### src/rtl/greenhouse_climate_ctrl_if.sv
// Sensor inputs, fault acknowledge and drive/status outputs of the greenhouse
// climate controller, grouped so the stimulus side and the controller share a
// single bundle. The master drives the sensors, the slave is the controller.
interface greenhouse_climate_ctrl_if;
  logic       t1;         // temperature >= 15 C
  logic       t2;         // temperature >= 20 C
  logic       clr_fault;  // fault acknowledge, level-sampled
  logic       heater;     // heater drive
  logic       cooler;     // cooler drive
  logic       fault;      // latched inconsistency indicator
  logic [2:0] state;      // current FSM encoding for the LCD debug registers

  modport master (
    output t1, t2, clr_fault,
    input  heater, cooler, fault, state
  );

  modport slave (
    input  t1, t2, clr_fault,
    output heater, cooler, fault, state
  );
endinterface

### src/rtl/greenhouse_climate_ctrl.sv
// Greenhouse heater/cooler controller. Decodes two threshold sensors into
// heat/cool demand, enforces a minimum on-time and a dead time between the two
// actuators, and latches a filtered sensor-inconsistency fault until it is
// acknowledged while the sensors agree again.
module greenhouse_climate_ctrl #(
  parameter int MIN_ON     = 4,
  parameter int DEAD       = 2,
  parameter int FAULT_FILT = 3,
  parameter int CNT_W      = 8
) (
  input  logic                      clk_2,
  input  logic                      reset_n,
  greenhouse_climate_ctrl_if.slave  bus
);

  localparam logic [2:0] ST_IDLE  = 3'd0;
  localparam logic [2:0] ST_HEAT  = 3'd1;
  localparam logic [2:0] ST_COOL  = 3'd2;
  localparam logic [2:0] ST_DEAD  = 3'd3;
  localparam logic [2:0] ST_FAULT = 3'd4;

  localparam logic [CNT_W-1:0] ON_LAST   = CNT_W'(MIN_ON - 1);
  localparam logic [CNT_W-1:0] DEAD_LAST = CNT_W'(DEAD - 1);
  localparam logic [CNT_W-1:0] INC_LAST  = CNT_W'(FAULT_FILT - 1);
  localparam logic [CNT_W-1:0] INC_MAX   = CNT_W'(FAULT_FILT);

  logic             heat_req, cool_req, incons, fault_hit;
  logic [2:0]       state_d, state_q;
  logic [CNT_W-1:0] on_cnt_d, on_cnt_q;
  logic [CNT_W-1:0] dead_cnt_d, dead_cnt_q;
  logic [CNT_W-1:0] inc_cnt_d, inc_cnt_q;
  logic             heater_d, heater_q;
  logic             cooler_d, cooler_q;
  logic             fault_d, fault_q;

  // Sensor decode and inconsistency filter: inc_cnt counts the run of
  // consecutive inconsistent cycles before the current one.
  always_comb begin
    heat_req  = !bus.t1 && !bus.t2;
    cool_req  =  bus.t1 &&  bus.t2;
    incons    = !bus.t1 &&  bus.t2;
    fault_hit = incons && (inc_cnt_q == INC_LAST);
    if (!incons)                 inc_cnt_d = '0;
    else if (inc_cnt_q == INC_MAX) inc_cnt_d = inc_cnt_q;
    else                         inc_cnt_d = inc_cnt_q + 1'b1;
  end

  // Next-state logic; fault_hit overrides min-on and dead time in every
  // non-fault state.
  always_comb begin
    // NOTE: every variable gets a default before the case so no path leaves it
    // unassigned, which would otherwise infer a latch.
    state_d    = state_q;
    on_cnt_d   = on_cnt_q;
    dead_cnt_d = dead_cnt_q;

    case (state_q)
      ST_IDLE: begin
        if (fault_hit)     state_d = ST_FAULT;
        else if (heat_req) state_d = ST_HEAT;
        else if (cool_req) state_d = ST_COOL;
      end
      ST_HEAT: begin
        if (fault_hit)                          state_d  = ST_FAULT;
        else if (on_cnt_q >= ON_LAST && !heat_req) state_d = ST_DEAD;
        else if (on_cnt_q != ON_LAST)           on_cnt_d = on_cnt_q + 1'b1;
      end
      ST_COOL: begin
        if (fault_hit)                          state_d  = ST_FAULT;
        else if (on_cnt_q >= ON_LAST && !cool_req) state_d = ST_DEAD;
        else if (on_cnt_q != ON_LAST)           on_cnt_d = on_cnt_q + 1'b1;
      end
      ST_DEAD: begin
        if (fault_hit)                    state_d    = ST_FAULT;
        else if (dead_cnt_q == DEAD_LAST) state_d    = ST_IDLE;
        else                              dead_cnt_d = dead_cnt_q + 1'b1;
      end
      ST_FAULT: begin
        if (bus.clr_fault && !incons) state_d = ST_IDLE;
      end
      default: state_d = ST_IDLE;
    endcase

    // Every state starts with fresh timers.
    if (state_d != state_q) begin
      on_cnt_d   = '0;
      dead_cnt_d = '0;
    end

    heater_d = (state_d == ST_HEAT);
    cooler_d = (state_d == ST_COOL);
    fault_d  = (state_d == ST_FAULT);
  end

  // State, counters and registered Moore outputs.
  always_ff @(posedge clk_2 or negedge reset_n) begin
    // NOTE: non-blocking assignments so every flop samples pre-edge values,
    // independent of statement order.
    if (!reset_n) begin
      state_q    <= ST_IDLE;
      on_cnt_q   <= '0;
      dead_cnt_q <= '0;
      inc_cnt_q  <= '0;
      heater_q   <= 1'b0;
      cooler_q   <= 1'b0;
      fault_q    <= 1'b0;
    end else begin
      state_q    <= state_d;
      on_cnt_q   <= on_cnt_d;
      dead_cnt_q <= dead_cnt_d;
      inc_cnt_q  <= inc_cnt_d;
      heater_q   <= heater_d;
      cooler_q   <= cooler_d;
      fault_q    <= fault_d;
    end
  end

  assign bus.heater = heater_q;
  assign bus.cooler = cooler_q;
  assign bus.fault  = fault_q;
  assign bus.state  = state_q;

endmodule

### src/flat_wrapper.sv
// flat-port wrapper written by rule: the top's interface ports become plain ports
module greenhouse_climate_ctrl_flat 
#(
  parameter int MIN_ON     = 4,
  parameter int DEAD       = 2,
  parameter int FAULT_FILT = 3,
  parameter int CNT_W      = 8
)
  (clk_2, reset_n, bus_t1, bus_t2, bus_clr_fault, bus_heater, bus_cooler, bus_fault, bus_state);
  greenhouse_climate_ctrl_if bus_i ();
  input  logic clk_2;
  input  logic reset_n;
  input wire logic [$bits(bus_i.t1)-1:0] bus_t1;
  input wire logic [$bits(bus_i.t2)-1:0] bus_t2;
  input wire logic [$bits(bus_i.clr_fault)-1:0] bus_clr_fault;
  output wire logic [$bits(bus_i.heater)-1:0] bus_heater;
  output wire logic [$bits(bus_i.cooler)-1:0] bus_cooler;
  output wire logic [$bits(bus_i.fault)-1:0] bus_fault;
  output wire logic [$bits(bus_i.state)-1:0] bus_state;
  assign bus_i.t1 = bus_t1;
  assign bus_i.t2 = bus_t2;
  assign bus_i.clr_fault = bus_clr_fault;
  assign bus_heater = bus_i.heater;
  assign bus_cooler = bus_i.cooler;
  assign bus_fault = bus_i.fault;
  assign bus_state = bus_i.state;
  greenhouse_climate_ctrl #(.MIN_ON(MIN_ON), .DEAD(DEAD), .FAULT_FILT(FAULT_FILT), .CNT_W(CNT_W)) u_core (.clk_2(clk_2), .reset_n(reset_n), .bus(bus_i));
endmodule
### config.mk
export PLATFORM = sky130hd
export DESIGN_NAME = greenhouse_climate_ctrl_flat
export DESIGN_NICKNAME = d
export VERILOG_FILES = /design/src/rtl/greenhouse_climate_ctrl_if.sv /design/src/rtl/greenhouse_climate_ctrl.sv /design/src/flat_wrapper.sv
export SDC_FILE = /design/constraint.sdc
export NUM_CORES = 1
export LEC_CHECK = 0
export ABC_AREA = 1
export CAP_MARGIN = 5
export CORE_MARGIN = 2
export CORE_UTILIZATION = 30
export DETAILED_ROUTE_END_ITERATION = 10
export PLACE_DENSITY = 0.52
export SYNTH_ARGS = -nofsm -noshare
export SYNTH_HDL_FRONTEND = slang
export SYNTH_SLANG_ARGS = --single-unit
### constraint.sdc
create_clock -name clk_2 -period 2.4 [get_ports clk_2]
set_clock_uncertainty 0.05 [all_clocks]
set_input_delay 0.48 -clock clk_2 [delete_from_list [all_inputs] [get_ports clk_2]]
set_output_delay 0.48 -clock clk_2 [all_outputs]
set_load 0.01 [all_outputs]
* Word level (Yosys, flattened, before mapping)
Cells that the tools add are included.
W data, S select, Z words.
** Operators by class
- Reduce and logical (&&, ||, !) cells :: 17
- $add $sub $neg :: 3
- Equality and inequality tests :: 19
- Mux-type cells :: 24
- Magnitude comparators :: 1
** Operators with widths (count)
- $mux W8 :: 12
- $mux W3 :: 10
- $add A8 B1 Y8 const B :: 3
- $eq A8 B2 Y1 const B :: 2
- $pmux W8 S2 :: 1
- $pmux W3 S5 :: 1
- $ne A3 B3 Y1 const B :: 4
- $eq A3 B2 Y1 const B :: 3
- $eq A8 B1 Y1 const B :: 1
- $ge A8 B2 Y1 const B :: 1
- $ne A8 B2 Y1 const B :: 1
- $logic_and A1 B1 Y1 :: 7
- $eq A3 B1 Y1 const B :: 2
- $eq A3 B3 Y1 const B :: 2
- $ne A2 B2 Y1 const B :: 3
- $logic_not A1 Y1 :: 5
- $reduce_and A5 Y1 :: 1
- $logic_not A3 Y1 :: 1
- $ne A3 B3 Y1 :: 1
- $reduce_and A3 Y1 :: 1
- $reduce_bool A3 Y1 :: 1
- $reduce_bool A2 Y1 :: 1
** Word-level totals
- Output and inout port bits :: 6
- Input bits :: 5
- Register bits :: 30

* Longest topological paths before layout
- Depth after elaboration :: 10
- Mapped depth :: 16
- Mapped depth without buffers :: 15

* Worst setup path after synthesis
No wires, ideal clock.
- Path kind :: flip-flop to flip-flop
- Start point :: register u_core.on_cnt_q[0]
- End point :: register u_core.on_cnt_q[0]
- Stages on the path, launching flop included :: 15
- Path buffers :: 1
- Setup slack :: 695 ps
- Setup time :: 121 ps
- Arrival time :: 1534 ps
- Data required time :: 2229 ps
- Cell sequence :: dfrtp_1 > ha_1 > nor2_1 > nand2_1 > nand2_1 > nand2_1 > nand2_1 > nand2_2 > nand2_2 > nand2_1 > nand2_1 > inv_2 > nand2_4 > buf_6 > nor2_2
** Between the ends
- Longest elaborated chain between the ends :: 8
- Elaborated cells between the ends (all ways) :: 24
- Classes of those cells :: add/sub: 1; order compare: 1; eq/ne: 6; mux: 12; reduce/logical: 4
** Ends and longest elaborated chain
- start: declaration :: RTL line greenhouse_climate_ctrl.sv:29 : logic [CNT_W-1:0] on_cnt_d, on_cnt_q;
- start signal: assignment :: RTL line greenhouse_climate_ctrl.sv:109 : on_cnt_q <= on_cnt_d;
- $ge A8 B2 Y1 :: RTL line greenhouse_climate_ctrl.sv:65, greenhouse_climate_ctrl.sv:70
- $logic_and A1 B1 Y1, on equally long branches :: RTL line greenhouse_climate_ctrl.sv:70, greenhouse_climate_ctrl.sv:65
- $mux W3, on equally long branches :: RTL line greenhouse_climate_ctrl.sv:70, greenhouse_climate_ctrl.sv:65
- $mux W3, on equally long branches :: RTL line greenhouse_climate_ctrl.sv:69, greenhouse_climate_ctrl.sv:64
- $pmux W3 S5 :: RTL line greenhouse_climate_ctrl.sv:57 : case (state_q)
- $ne A3 B3 Y1 :: RTL line greenhouse_climate_ctrl.sv:85 : if (state_d != state_q) begin
- $ne A3 B3 Y1 (no source line) / $reduce_bool A3 Y1 (equally long branches)
- $reduce_and A5 Y1 (no source line)
Parallel ways exist; a longest one is shown, timed or not. The select of a mux whose other input is x is not followed.
A chain may end at the register's enable or synchronous reset.

* Worst setup path in the final report
- Start point :: input bus_t1
- End point :: register u_core.on_cnt_q[2]
** Between the ends
- Longest elaborated chain between the ends :: 10
- Elaborated cells between the ends (all ways) :: 29
- Classes of those cells :: eq/ne: 5; mux: 11; reduce/logical: 13
** Ends and longest elaborated chain
- start: declaration :: RTL line flat_wrapper.sv:13 : input wire logic [$bits(bus_i.t1)-1:0] bus_t1;
- $logic_not A1 Y1 :: RTL line greenhouse_climate_ctrl.sv:39, greenhouse_climate_ctrl.sv:41
- $logic_and A1 B1 Y1 :: RTL line greenhouse_climate_ctrl.sv:39 : heat_req = !bus.t1 && !bus.t2;
- $logic_not A1 Y1 :: RTL line greenhouse_climate_ctrl.sv:65 : else if (on_cnt_q >= ON_LAST && !heat_req) state_d = ST_DEAD;
- $logic_and A1 B1 Y1 :: RTL line greenhouse_climate_ctrl.sv:65
- $mux W3 :: RTL line greenhouse_climate_ctrl.sv:65
- $mux W3 :: RTL line greenhouse_climate_ctrl.sv:64 : if (fault_hit) state_d = ST_FAULT;
- $pmux W3 S5 :: RTL line greenhouse_climate_ctrl.sv:57
- $ne A3 B3 Y1 :: RTL line greenhouse_climate_ctrl.sv:85
- $ne A3 B3 Y1 (no source line) / $reduce_bool A3 Y1 (equally long branches)
- $reduce_and A5 Y1 (no source line)
Parallel ways exist; a longest one is shown, timed or not.

==> metrics.log <==
[metrics] most numerous cell on the critical path: sky130_fd_sc_hd__nor2_2
[metrics] highest clock rate: ~0.5 GHz
[metrics] Synthesized Nets: about 250
[metrics] placement row count: 28
[metrics] number of buffers created by CTS: 5
[metrics] clock input transition at the sequential cells of the worst setup and hold paths: around 0.07 ns
[metrics] layout cell share with drive strength beyond 1: approximately 14%
[metrics] per-instance average area after synthesis: approximately 7.5 sq um
[metrics] DRC violations left: 0
[metrics] MaxCap Viol Count: 0
[metrics] pins over their slew limit: 0
[metrics] wire length of the first global-routing pass: about 6.5 mm
[metrics] count of port buffers added during placement: 10
[metrics] portion of the clock cycle consumed by the worst path in the final layout: between 80 and 90%
[metrics] Die X-Extent: 81.2 um
[metrics] number of antenna violations at the first check in global routing: 0
[metrics] critical path's largest stage delay: around 0.52 ns
[metrics] post-synthesis sequential area ratio: between 40% and 50%
[metrics] area fraction in compound gates after synthesis: roughly 6.0%
[metrics] number of instances in the placed design: 325
[metrics] total number of yosys warnings: 0
[metrics] Core Footprint: 5850 sq um
[metrics] result of the run: finished clean
[metrics] number of hold-slack violations in the final timing report: 0
[metrics] number of setup violations in the final report: 0
[metrics] critical path's slowest cell: sky130_fd_sc_hd__clkdlybuf4s50_1
[metrics] detailed-route via count: roughly 1,500
[metrics] leakage power of the design: roughly 1.0 nW
[metrics] Post-Synth XOR/XNOR Area: just under 5%
[metrics] Max Root-Sink Buffers: 2
[metrics] Layout Area Growth over Synthesis: 16.2%
[metrics] last weighted congestion value of the routability-driven placer: just over 0.8
[metrics] nature of the critical path startpoint: input pin
[metrics] number of H-tree branching levels: 2
[metrics] arrival time reported for the critical path endpoint: between 2 and 2.5 ns
[metrics] worst rel slew slack: between 70% and 80%
[metrics] netlist area before placement: between 1500 and 2000 sq um
[metrics] maximum ir drop on the vdd rail: between 0.7 and 0.8 mV
[metrics] path type of the worst min-delay path: reg2reg
[metrics] # hold bufs at CTS: 0
[metrics] DR pass1 iterations: 4
[metrics] Starting Density: between 30% and 40%
[metrics] post-route non-filler standard cell count: about 330
[metrics] PnR Total Power: around 1.6 mW
[metrics] actual transition at the worst max-transition pin: about 0.39 ns
[metrics] number of distinct library cell variants in the gate-level netlist after synthesis: 22
[metrics] clock latency on the worst-skew pair: around 0.28 ns
[metrics] setup fix buffers added after clock tree synthesis: 0
[metrics] number of inserted filler cells in the final layout: about 620
[metrics] minimum clock period: 1.99 ns
[metrics] TritonCTS clock tree: done
[metrics] DR iter-0 viols: between 50 and 60
[metrics] number of synthesized register bits: 30
[metrics] TritonCTS sink count: 30
[metrics] ANT cells: 0
[metrics] number of global-route vias before repair: roughly 1,400
[metrics] IO Pins: 11
[metrics] TNS Setup: 0 ns
[metrics] area enclosed by the die boundary: around 6600 sq um
[metrics] CP Capture Type: register
[metrics] floorplan die height: slightly above 80 um
[metrics] cell at the root of the clock tree: sky130_fd_sc_hd__clkbuf_8
[metrics] number of nets in the layout: ~270
[metrics] Final Util: a little over a third
[metrics] post-route antenna net violation count: 0
[metrics] largest fanout on the critical path: 8
[metrics] wire length reported by the detailed router: roughly 3.5 mm
[metrics] multiplexer share of the synthesized area: 0%
[metrics] HPWL Detailed: between 2 and 3 mm
[metrics] detail-routed via count per cell: roughly 4.4
[metrics] pin count of the biggest net entering global routing: 31
[metrics] average routed wire per standard cell: around 10 um
[metrics] cells after synthesis: around 240
[metrics] areal power density over the cells: 788 nW/um^2
[metrics] adder-cell area share of the yosys netlist: about 3.5%
[metrics] unrepaired setup endpoints after global routing: false
[metrics] required time of the critical path: between 2 and 3 ns
[metrics] # resized after CTS: 0
[metrics] simple logic cell fraction of the synthesized area: about a third
[metrics] global route total overflow: 0
[metrics] critical path start-end classification: in2reg
[metrics] largest family of logic cells by synthesized area: simple AND/OR/NAND/NOR gates
[metrics] cell chain of the critical path: clkdlybuf4s50_1 > inv_1 > nand3_1 > nor2_2 > nand2_2 > nand3_1 > nor2_2 > nand2_1 > xor2_1 > nor2_2
[metrics] overall routing resource usage: between 10% and 20%
-- cells by family after synthesis --
logic type	count (synthesis)
and+or+nand+nor	136
buffers and inverters	40
DFF	30
AOI/OAI and AO/OA	18
xor gates and xnor gates	10
adders and majority gates	5
-- power by group --
group	leakage (nW)	switching (mW)	internal [mW]
clock network	0.0482	0.195	0.231
logic	0.553	0.390	0.211
registers	0.407	0.0527	0.556
total	1.01	0.637	0.999
-- worst max-delay path: cells and delay by family --
family	cells	cell delay, ns
and+or+nand+nor	7	0.85
buffers and inverters	2	0.59
xor gates and xnor gates	1	0.18
-- layout by cell type (no fill, tap or decap), types with 6 or more instances in the layout --
cell and count:
sky130_fd_sc_hd__dfrtp_1 30, sky130_fd_sc_hd__nand3_1 17, sky130_fd_sc_hd__nand4_1 6, sky130_fd_sc_hd__nand2_1 54
sky130_fd_sc_hd__nor3_1 7, sky130_fd_sc_hd__nor2_1 28, sky130_fd_sc_hd__xor2_1 9, sky130_fd_sc_hd__clkdlybuf4s50_1 10
sky130_fd_sc_hd__inv_1 34, sky130_fd_sc_hd__nor2_2 17, sky130_fd_sc_hd__a21oi_1 9, sky130_fd_sc_hd__clkbuf_8 6
-- state kept, by name, summed over array words and instances, names as in the netlist --
name	count
u_core.bus.state	3
u_core.dead_cnt_q	8
u_core.bus.cooler	1
u_core.on_cnt_q	8
u_core.bus.fault	1
u_core.inc_cnt_q	8
u_core.bus.heater	1
-- Yosys cell counts --
| cell type | count | area (sq um) |
|---|---|---|
| sky130_fd_sc_hd__nand2_4 | 1 | 11.3 |
| sky130_fd_sc_hd__nand3_1 | 17 | 85.1 |
| sky130_fd_sc_hd__o21a_4 | 1 | 15.0 |
| sky130_fd_sc_hd__nor3_1 | 7 | 35.0 |
| sky130_fd_sc_hd__nor2_1 | 28 | 105 |
| sky130_fd_sc_hd__nand4_1 | 6 | 37.5 |
| sky130_fd_sc_hd__nor2_2 | 17 | 106 |
| sky130_fd_sc_hd__o21ai_0 | 5 | 25.0 |
| sky130_fd_sc_hd__nand3b_1 | 1 | 7.51 |
| sky130_fd_sc_hd__nor4_1 | 1 | 6.26 |
| sky130_fd_sc_hd__dfrtp_1 | 30 | 751 |
| sky130_fd_sc_hd__xnor2_1 | 1 | 8.76 |
| sky130_fd_sc_hd__o21bai_1 | 1 | 7.51 |
| sky130_fd_sc_hd__a21oi_1 | 9 | 45.0 |
| sky130_fd_sc_hd__nand2_2 | 4 | 25.0 |
| sky130_fd_sc_hd__buf_6 | 1 | 11.3 |
| sky130_fd_sc_hd__inv_2 | 5 | 18.8 |
| sky130_fd_sc_hd__o31ai_1 | 2 | 15.0 |
| sky130_fd_sc_hd__xor2_1 | 9 | 78.8 |
| sky130_fd_sc_hd__nand2_1 | 54 | 203 |
| sky130_fd_sc_hd__inv_1 | 34 | 128 |
| sky130_fd_sc_hd__ha_1 | 5 | 62.6 |
-- layout make-up --
cell class / count / area, sq um / area share [%]
multi-input cells: 169 / 880 / 42.3
repair buffers: 12 / 115 / 5.54
clock inverters: 1 / 5.00 / 0.241
flip-flops and latches: 30 / 751 / 36.1
inverters: 39 / 146 / 7.05
clock buffers: 7 / 86.3 / 4.16
well taps: 75 / 93.8 / 4.52
-- metrics by stage --
step,hold WS [ns],cell area [sq um],setup WS (ns)
final,0.513,2080,0.408
after global routing,0.538,2080,0.182
after CTS,0.517,2080,0.419
after detailed placement,0.498,1990,0.114
after global placement,0.489,1990,0.150
after floorplan,0.134,1790,0.695
-- worst paths after layout --
path	end	from	depth (start not counted)	slack (ns)
max	u_core.on_cnt_q[2]	bus_t1	10	0.41
min	u_core.on_cnt_q[7]	u_core.on_cnt_q[7]	2	0.51
max reg2reg	u_core.on_cnt_q[2]	u_core.on_cnt_q[0]	9	0.52
min reg2reg	u_core.on_cnt_q[7]	u_core.on_cnt_q[7]	2	0.51
max in group asynchronous	u_core.dead_cnt_q[3]	reset_n	2	1.48
min in group asynchronous	u_core.bus.state[1]	reset_n	2	0.54
-- metal layers --
metal | vias to the layer above | wire (um) | global-route usage, %
met3 | 6 | 81 | 3.11
met5 | - | 0 | 0
met2 | 15 | 1520 | 19.6
met4 | 0 | 76 | 5.59
li1 | 783 | - | -
met1 | 676 | 1790 | 17.7
(Power assumes the default switching activity.)
